File: config.mk
export PLATFORM = sky130hd
export DESIGN_NAME = crp16_clock_ctrl
export DESIGN_NICKNAME = d
export VERILOG_FILES = /design/src/rtl/crp16_clock_ctrl_pkg.sv /design/src/rtl/button_debouncer.sv /design/src/rtl/crp16_clock_ctrl.sv
export SDC_FILE = /design/constraint.sdc
export NUM_CORES = 1
export LEC_CHECK = 0
export CELL_PAD_IN_SITES_DETAIL_PLACEMENT = 1
export CELL_PAD_IN_SITES_GLOBAL_PLACEMENT = 1
export CORE_AREA = 8 8 134 98
export DETAILED_ROUTE_END_ITERATION = 6
export DIE_AREA = 0 0 142 106
export HOLD_SLACK_MARGIN = 0.05
export PLACE_DENSITY_LB_ADDON = 0.1
export SYNTH_ARGS = -nofsm -noshare
export SYNTH_HDL_FRONTEND = slang
export SYNTH_SLANG_ARGS = --single-unit
File: constraint.sdc
create_clock -name clock_i -period 2.2 [get_ports clock_i]
set_input_delay 0.44 -clock clock_i [delete_from_list [all_inputs] [get_ports clock_i]]
set_output_delay 0.44 -clock clock_i [all_outputs]
set_load 0.005 [all_outputs]
File: src/rtl/crp16_clock_ctrl_pkg.sv
// crp16_clock_ctrl_pkg: mode and FSM state encodings shared by the CRP16 clock controller.
package crp16_clock_ctrl_pkg;

    typedef enum logic [1:0] {
        MODE_HALT  = 2'b00,
        MODE_RUN   = 2'b01,
        MODE_STEP  = 2'b10,
        MODE_BURST = 2'b11
    } mode_e;

    typedef enum logic [1:0] {
        CC_IDLE  = 2'b00,
        CC_PH_HI = 2'b01,
        CC_PH_LO = 2'b10
    } state_e;

endpackage

File: src/rtl/button_debouncer.sv
// button_debouncer: two-flop synchroniser, stability counter and rising-edge pulse for a raw push-button.
module button_debouncer #(
    parameter int DEBOUNCE = 500000
) (
    input  logic clock_i,
    input  logic reset_ni,
    input  logic btn_i,
    output logic evt_o
);

    localparam int CW = $clog2(DEBOUNCE + 1);

    logic [1:0]    sync_q;
    logic          level_q, level_d;
    logic          evt_q, evt_d;
    logic [CW-1:0] cnt_q, cnt_d;
    logic          expire;

    // The level flips on the DEBOUNCE-th consecutive cycle of disagreement.
    assign expire = cnt_q == CW'(DEBOUNCE - 1);

    always_comb begin
        level_d = level_q;
        cnt_d   = '0;
        evt_d   = 1'b0;
        if (sync_q[1] != level_q) begin
            cnt_d   = expire ? '0 : cnt_q + 1'b1;
            level_d = expire ? sync_q[1] : level_q;
            evt_d   = expire & sync_q[1];
        end
    end

    always_ff @(posedge clock_i or negedge reset_ni) begin
        if (!reset_ni) begin
            sync_q  <= '0;
            level_q <= 1'b0;
            evt_q   <= 1'b0;
            cnt_q   <= '0;
        end else begin
            sync_q  <= {sync_q[0], btn_i};
            level_q <= level_d;
            evt_q   <= evt_d;
            cnt_q   <= cnt_d;
        end
    end

    assign evt_o = evt_q;

endmodule

File: src/rtl/crp16_clock_ctrl.sv
// crp16_clock_ctrl: processor clock generator with halt/run/step/burst modes, four rates and an edge counter.
module crp16_clock_ctrl
    import crp16_clock_ctrl_pkg::*;
#(
    parameter int RATE0    = 12499999,
    parameter int RATE1    = 1249999,
    parameter int RATE2    = 24999,
    parameter int RATE3    = 0,
    parameter int CNT_W    = 32,
    parameter int DEBOUNCE = 500000
) (
    input  logic        clock_i,
    input  logic        reset_ni,
    input  logic [1:0]  mode_i,
    input  logic [1:0]  rate_sel_i,
    input  logic        step_req_i,
    input  logic [7:0]  burst_len_i,
    output logic        cpu_clock_o,
    output logic        cpu_tick_o,
    output logic        busy_o,
    output logic [15:0] edge_count_o
);

    state_e           state_q, state_d;
    logic [CNT_W-1:0] cnt_q, cnt_d, rate;
    logic [7:0]       rem_q, rem_d;
    logic             clk_q, clk_d, tick_q, tick_d, busy_q, busy_d;
    logic [15:0]      edge_count_q, edge_d;
    logic             step_evt, start, again, enter;
    mode_e            mode;

    button_debouncer #(.DEBOUNCE(DEBOUNCE)) u_step (
        .clock_i  (clock_i),
        .reset_ni (reset_ni),
        .btn_i    (step_req_i),
        .evt_o    (step_evt)
    );

    assign mode  = mode_e'(mode_i);
    assign rate  = rate_sel_i == 2'd0 ? CNT_W'(RATE0) :
                   rate_sel_i == 2'd1 ? CNT_W'(RATE1) :
                   rate_sel_i == 2'd2 ? CNT_W'(RATE2) : CNT_W'(RATE3);
    assign start = mode == MODE_RUN ||
                   (step_evt && (mode == MODE_STEP || (mode == MODE_BURST && burst_len_i != 8'd0)));
    assign again = mode == MODE_RUN || (mode == MODE_BURST && rem_q != 8'd0);

    always_comb begin
        state_d = state_q;
        cnt_d   = state_q == CC_IDLE ? cnt_q : cnt_q - 1'b1;
        rem_d   = rem_q;
        clk_d   = clk_q;
        tick_d  = 1'b0;
        busy_d  = busy_q;
        edge_d  = edge_count_q;
        enter   = 1'b0;
        case (state_q)
            CC_IDLE: begin
                enter = start;
                rem_d = mode == MODE_BURST ? burst_len_i - 8'd1 : 8'd0;
            end
            CC_PH_HI: if (cnt_q == '0) begin
                state_d = CC_PH_LO;
                clk_d   = 1'b0;
                cnt_d   = rate;
            end
            CC_PH_LO: if (cnt_q == '0) begin
                enter   = again;
                rem_d   = mode == MODE_BURST ? rem_q - 8'd1 : rem_q;
                state_d = CC_IDLE;
                busy_d  = 1'b0;
            end
            default: state_d = CC_IDLE;
        endcase
        // Every PH_HI entry, from IDLE or back-to-back from PH_LO, shares this path.
        if (enter) begin
            state_d = CC_PH_HI;
            clk_d   = 1'b1;
            tick_d  = 1'b1;
            busy_d  = 1'b1;
            edge_d  = edge_count_q + 16'd1;
            cnt_d   = rate;
        end
    end

    always_ff @(posedge clock_i or negedge reset_ni) begin
        if (!reset_ni) begin
            state_q      <= CC_IDLE;
            cnt_q        <= '0;
            rem_q        <= '0;
            clk_q        <= 1'b0;
            tick_q       <= 1'b0;
            busy_q       <= 1'b0;
            edge_count_q <= '0;
        end else begin
            state_q      <= state_d;
            cnt_q        <= cnt_d;
            rem_q        <= rem_d;
            clk_q        <= clk_d;
            tick_q       <= tick_d;
            busy_q       <= busy_d;
            edge_count_q <= edge_d;
        end
    end

    assign cpu_clock_o  = clk_q;
    assign cpu_tick_o   = tick_q;
    assign busy_o       = busy_q;
    assign edge_count_o = edge_count_q;

endmodule

==> impl_metrics.json, run 1 <==
{
  "dp.final_hpwl_um": 9390,
  "chipHeight_um": 106,
  "core_um2": 11300,
  "clock_sink_count": 84,
  "area_delta_synth_final_pct": 38.3,
  "setup_tns_ps": -260,
  "cts_made_buffers": 9,
  "worst_hold_path.num_cells": 0,
  "failed_checks": "negative setup slack",
  "min_to": "u_step.sync_q[1]",
  "synth_compound_area_share_pct": 10.1,
  "cts_tree": "built",
  "skew_ps": 6.69,
  "drt_first_iter_violations": 148,
  "worst_ep_arrival_time_ps": 2480,
  "power.share.sequential_pct": 46.6,
  "finalHoldViolCount": 0,
  "finalPower_mw": 3.34,
  "distinct_cells_synth": 54,
  "cts.reportedPaths.clkPinSlew_ps": 60,
  "vias_in_the_first_global_route": 4395,
  "vias_per_cell": 5.28,
  "io_buffers": 33,
  "synth.area.mux_share_pct": 1.90,
  "synthCells": 457,
  "syn_area_cell_um2": 9.93,
  "grt.total_usage_pct": 18.6,
  "r2r.worst_path.cells": 8,
  "post_route_cells_drive_above_1_share_pct": 26.9,
  "setup.worst_path.end_class": "flip-flop",
  "holdCritStartpoint": "u_step.sync_q[0]",
  "h-tree-depth": 3,
  "die_w_um": 142,
  "most_common_cell_after_layout_fill_and_taps_aside": "dfrtp_1",
  "critical_path.reg2reg.endpoint": "rem_q[1]",
  "max_slew_violation_total_from_the_final_report": 0,
  "synth_fa_ha_area_share_pct": 3.31,
  "setup_violations": 8,
  "final_min_period_over_clock_period_pct": 102,
  "grt_pass1_wl_um": 22600,
  "power_switching_share_pct": 21.8,
  "finalWeightedCongestion": 0.816,
  "status": "finished, violations left",
  "max-cap-violations": 0,
  "synth_xor_area_share_pct": 13.1,
  "finalWorstSetupSlack_ps": -50.1,
  "slew_headroom_pct": 63.5,
  "grt_setup_unrepaired": "yes",
  "synthSimpleGateAreaFrac_pct": 22.3,
  "synth_enable_flop_cells": 0,
  "route.antenna.remaining_nets": 0,
  "min_path_type": "flip-flop to flip-flop",
  "clk-insertion-delay-late_ps": 350,
  "p_switching_mw": 0.728,
  "ys_ff_latch": 84,
  "cp_data_required_time_ps": 2430,
  "timing_worst_slew_pin_value_ps": 544,
  "achievable-frequency_mhz": 444,
  "power.share.combinational_pct": 4.3,
  "part_of_the_power_in_the_clock_network_pct": 49.0,
  "reg2reg_slack_ps": -50,
  "total_iterations_of_the_first_detailed_routing_run": 4,
  "post_drt_wl_per_cell_um": 18.1,
  "path_class": "flip-flop to flip-flop",
  "crit_path_max_fanout": 5,
  "num-fill-cells": 1250,
  "static-leakage-power_nw": 2.56,
  "nets": 610,
  "remaining_drc_errors": 0,
  "place_area_um2": 5660,
  "fp.dieArea_um2": 15100,
  "mostFrequentLayoutCells": "84 x dfrtp_1, 81 x buf_4, 51 x nor2_1, 42 x xor2_1, 30 x clkdlybuf4s50_1",
  "total_congestion_overflow_after_global_routing": 0,
  "critical_path.reg2reg.startpoint": "cnt_q[18]",
  "cellPowerDensity_nw_per_um2": 532,
  "dominantRegCellSynth": "dfrtp_1",
  "worst_vdd_ir_v": 0.000281,
  "async_set_reset_flop_share_out_of_synthesis_pct": 100,
  "floorplan.initialDensity_pct": 40.3,
  "synth_fp_nets": 484,
  "worstSetupStartpointType": "flip-flop",
  "largest_family_of_logic_cells_by_synthesized_area": "simple AND/OR/NAND/NOR gates",
  "finalCriticalPeriod_ps": 2250,
  "routed_wl_um": 13500,
  "grt_start_max_net_pins": 38,
  "std_cell_rows": 33,
  "synth_area_um2": 4540,
  "antenna_cells_inserted": 0,
  "internal-power_mw": 2.61,
  "antenna_violations_before_repair": 0,
  "cts_root_buf": "clkbuf_16",
  "pin_count": 34,
  "sequential_element_share_of_the_synthesized_area_pct": 46.3,
  "largest_buffer_count_on_any_clock_path": 2,
  "final_core_util_pct": 55.7,
  "route.vias.total": 3931,
  "final_cell_area_um2": 6280,
  "synth.yosys.warnings": 0
}
[cell families after synthesis]
group / count (synthesis)
compound gates: 69
fa+ha+maj: 12
xor+xnor: 68
simple gates: 187
mux: 8
buf+inv: 29
flops: 84
[worst max-delay path, cell delays in order, from the launching register on]
cell and delay [ps]:
dfrtp_1 380, or4_4 560, nor3b_4 190, buf_6 170
buf_4 120, buf_6 90, and3_4 180, a21o_4 150
mux2_4 300
[flip-flops by register name, indices dropped and copies added (netlist names)]
name	count
u_step.level_q	1
state_q	2
u_step.evt_o	1
cpu_clock_o	1
cnt_q	32
u_step.cnt_q	19
rem_q	8
edge_count_o	16
busy_o	1
cpu_tick_o	1
u_step.sync_q	2
[synth_stat cells (2+ instances only)]
library cell,instances,area [µm²]
nor4bb_1,2,20.0
a2bb2oi_1,2,17.5
nor3_1,14,70.1
or3_1,2,12.5
ha_1,12,150
buf_6,3,33.8
a211oi_1,4,30.0
a2111oi_2,2,30.0
mux2_2,4,45.0
o21ai_0,9,45.0
xor2_1,42,368
mux2i_1,3,30.0
or2_2,3,18.8
o21ai_1,2,10.0
and4_1,2,17.5
nand3b_1,5,37.5
o22ai_1,5,31.3
nand3_1,21,105
o211ai_1,3,22.5
xnor2_1,26,228
nand2b_1,3,18.8
nand2_1,29,109
nor2b_1,3,18.8
a2111oi_1,2,20.0
a21oi_1,32,160
and3_1,4,25.0
nor4_1,14,87.6
dfrtp_1,84,2100
nand4_1,12,75.1
inv_1,15,56.3
nand4b_1,5,43.8
a32o_1,3,30.0
or4_1,7,52.6
nor2_1,51,191
clkbuf_1,8,30.0
[per-layer routing]
metal | part of all wire (%) | vias up | global-route usage [%] | wire [µm]
met4 | 0.80 | 0 | 4.05 | 108
met1 | 49 | 1998 | 24.6 | 6550
li1 | - | 1879 | - | -
met3 | 2.8 | 9 | 4.97 | 374
met5 | 0 | - | 0 | 0
met2 | 48 | 45 | 29.9 | 6420
[power groups by stage]
| stage | Clock (mW) | Combinational [mW] | Sequential [mW] |
|---|---|---|---|
| 3_5_place_dp | 0 | 0.144 | 1.59 |
| 6_report | 1.64 | 0.145 | 1.56 |
| 5_1_grt | 1.73 | 0.162 | 1.56 |
| 3_3_place_gp | 0 | 0.138 | 1.59 |
| 4_1_cts | 1.67 | 0.148 | 1.56 |
| 2_1_floorplan | 0 | 0.0413 | 1.58 |
[worst max path at each step]
stage                        start  cells after the start               end  slack (ps)
detailed placement  burst_len_i[1]                     10   edge_count_o[6]        -450
global route             cnt_q[18]                      7   edge_count_o[7]        -140
CTS                      cnt_q[18]                      7  edge_count_o[15]         -50
floorplan                cnt_q[16]                      6          rem_q[0]        -120
global placement    burst_len_i[1]                     10   edge_count_o[5]        -370
finish                   cnt_q[18]                      8          rem_q[1]         -50
[what timing repair did]
action,4_1_cts,5_1_grt
hold buffers,1,0
hold endpoints to repair,26,0
gates cloned,1,0
endpoints found under the setup margin,54,49
gates resized for setup,19,27
setup buffers,6,7
pin swaps,6,13
[stage by stage]
| step | hold slack, ps | setup WS [ps] | instances |
|---|---|---|---|
| after detailed placement | 343 | -451 | 714 |
| after global routing | 388 | -144 | 745 |
| after global placement | 351 | -366 | 714 |
| final | 365 | -50.1 | 745 |
| after CTS | 367 | -47.0 | 738 |
| after floorplan | 144 | -120 | 457 |
[cell type report]
cell class / instances / area (µm²) / area share (%)
multi-input cells: 345 / 2480 / 39.5
clock inverters: 6 / 87.6 / 1.39
inverters: 15 / 56.3 / 0.897
well taps: 157 / 196 / 3.13
flip-flops and latches: 84 / 2100 / 33.5
repair buffers: 128 / 1130 / 17.9
clock buffers: 10 / 229 / 3.65
(Power assumes the default switching activity.)
==> run 2, diff against run 1 <==
--- a/config.mk
+++ b/config.mk
@@ -7,9 +7,9 @@
 export LEC_CHECK = 0
 export CELL_PAD_IN_SITES_DETAIL_PLACEMENT = 1
 export CELL_PAD_IN_SITES_GLOBAL_PLACEMENT = 1
-export CORE_AREA = 8 8 134 98
+export CORE_AREA = 2 2 128 92
 export DETAILED_ROUTE_END_ITERATION = 6
-export DIE_AREA = 0 0 142 106
+export DIE_AREA = 0 0 130 94
 export HOLD_SLACK_MARGIN = 0.05
 export PLACE_DENSITY_LB_ADDON = 0.1
 export SYNTH_ARGS = -nofsm -noshare
==> impl_metrics.json, run 2 (same netlist as run 1, synthesis figures left out) <==
{
  "top_register": "cnt_q",
  "final_core_util_pct": 59.9,
  "reg2reg_slack_ps": -150,
  "max-cap-violations": 0,
  "crit_path_cell_trace": "or4_4 > nor3b_4 > buf_6 > buf_4 > o2111ai_4 > buf_6 > a211oi_4 > buf_4 > a21oi_2",
  "antenna_violations_before_repair": 0,
  "worst_vdd_ir_v": 0.000362,
  "post_drt_wl_per_cell_um": 19.5,
  "setup.worst_path.end_class": "flip-flop",
  "chipHeight_um": 94,
  "dp.final_hpwl_um": 9620,
  "antenna_cells_inserted": 0,
  "pin_count": 34,
  "final_min_period_over_clock_period_pct": 107,
  "power_switching_share_pct": 22.7,
  "cpMaxStageDelayCell": "or4_4",
  "nets": 630,
  "vias_per_cell": 5.40,
  "critical_path.reg2reg.startpoint": "cnt_q[17]",
  "clock_sink_count": 84,
  "std_cell_rows": 32,
  "timing_worst_slew_pin_value_ps": 687,
  "static-leakage-power_nw": 2.64,
  "min_path_type": "primary input to async pin",
  "power.share.sequential_pct": 48.3,
  "status": "finished, violations left",
  "skew_ps": 7.29,
  "hold_slack_ps": 80.6,
  "h-tree-depth": 3,
  "grt_pass1_wl_um": 23400,
  "total_congestion_overflow_after_global_routing": 0,
  "mostFrequentLayoutCells": "95 x buf_4, 84 x dfrtp_1, 51 x nor2_1, 42 x xor2_1, 32 x clkdlybuf4s50_1",
  "route.antenna.remaining_nets": 0,
  "total_iterations_of_the_first_detailed_routing_run": 4,
  "timing.critical_path.from": "cnt_q[17]",
  "floorplan.initialDensity_pct": 41.5,
  "endpoint": "cnt_q[17]",
  "cp_data_required_time_ps": 2430,
  "power.share.combinational_pct": 4.5,
  "part_of_the_power_in_the_clock_network_pct": 47.3,
  "area_delta_synth_final_pct": 44.3,
  "vias_in_the_first_global_route": 4418,
  "setup_tns_ps": -2280,
  "core_um2": 10900,
  "critical_path.reg2reg.endpoint": "cnt_q[17]",
  "p_switching_mw": 0.731,
  "largest_buffer_count_on_any_clock_path": 2,
  "fp.dieArea_um2": 12200,
  "finalWorstSetupSlack_ps": -146,
  "io_buffers": 33,
  "largest_register_ffs": 32,
  "post_route_cells_drive_above_1_share_pct": 30.3,
  "cts.reportedPaths.clkPinSlew_ps": 70,
  "setup_violations": 36,
  "route.vias.total": 4112,
  "finalPower_mw": 3.22,
  "r2r.worst_path.cells": 9,
  "internal-power_mw": 2.49,
  "grt_setup_unrepaired": "yes",
  "cts_root_buf": "clkbuf_16",
  "achievable-frequency_mhz": 426,
  "grt.total_usage_pct": 25.2,
  "remaining_drc_errors": 0,
  "cts_tree": "built",
  "clk-insertion-delay-late_ps": 340,
  "path_class": "flip-flop to flip-flop",
  "drt_first_iter_violations": 147,
  "num-fill-cells": 1223,
  "finalHoldViolCount": 0,
  "worstSetupStartpointType": "flip-flop",
  "most_common_cell_after_layout_fill_and_taps_aside": "buf_4",
  "worst_ep_arrival_time_ps": 2580,
  "cts_made_buffers": 9,
  "routed_wl_um": 14800,
  "slew_headroom_pct": 53.9,
  "finalWeightedCongestion": 0.793,
  "grt_start_max_net_pins": 43,
  "placed_cells_incl_taps": 718,
  "crit_path_max_fanout": 3,
  "failed_checks": "negative setup slack",
  "max_slew_violation_total_from_the_final_report": 0,
  "cellPowerDensity_nw_per_um2": 492,
  "stdcell_count": 761,
  "finalCriticalPeriod_ps": 2350,
  "die_w_um": 130,
  "critPathMaxStageDelay_ps": 570
}
## run 2: cell count changes in the layout (fill, tap and decap cells not counted), sizes merged
cell	before	now
buf	95	117
bufinv	2	1
clkdlybuf4s50	30	32
clkinv	3	4
clkinvlp	0	1
dlygate4sd3	1	0
dlymetal6s2s	2	0
inv	16	15
nand4	14	13
## run 2: per-stage QoR
| stage | worst slack, ps | area [µm²] |
|---|---|---|
| finish | -146 | 6550 |
| global route | -205 | 6550 |
| CTS | -130 | 6300 |
| detailed placement | -416 | 5720 |
| global placement | -336 | 5720 |
| floorplan | -120 | 4590 |
## run 2: cell type report
cell class	instances	area (µm²)	share of cell area [%]
flip-flops and latches	84	2100	32.1
clock inverters	6	65.1	0.994
multi-input cells	344	2590	39.6
repair buffers	149	1310	20.0
well taps	153	191	2.92
clock buffers	10	229	3.50
inverters	15	58.8	0.898
## run 2: layer usage
layer	wire, µm	vias to the layer above	GRT usage, %
li1	-	1915	-
met1	6740	2084	33.5
met2	7200	88	42.2
met3	562	25	4.61
met4	316	0	7.08
met5	0	-	0
## run 2: how the worst min path moves through the flow
| stage | from | to | cells past startpoint |
|---|---|---|---|
| detailed placement | u_step.sync_q[0] | u_step.sync_q[1] | 0 |
| global placement | u_step.sync_q[0] | u_step.sync_q[1] | 0 |
| CTS | reset_ni | u_step.sync_q[1] | 1 |
| global route | reset_ni | u_step.sync_q[1] | 1 |
| floorplan | reset_ni | busy_o | 0 |
| finish | reset_ni | u_step.sync_q[1] | 1 |
## run 2: critical path, delay by kind of cell, from the launching register on
| kind | cells | cell delay, ps |
|---|---|---|
| and+or+nand+nor | 2 | 790 |
| buffers and inverters | 4 | 590 |
| AOI/OAI and AO/OA | 3 | 460 |
| DFF | 1 | 380 |
## run 2: power groups by stage
| stage | logic [mW] | clock network (mW) | registers [mW] |
|---|---|---|---|
| after CTS | 0.144 | 1.54 | 1.56 |
| after global placement | 0.136 | 0 | 1.59 |
| after detailed placement | 0.140 | 0 | 1.59 |
| final | 0.144 | 1.52 | 1.56 |
| after floorplan | 0.0413 | 0 | 1.58 |
| after global routing | 0.161 | 1.62 | 1.56 |
## run 2: timing repair
item	4_1_cts	5_1_grt
buffers inserted	12	15
hold buffers	0	0
endpoints found under the setup margin	50	56
resized for setup	40	28
cloned	0	0
pin swaps	27	25
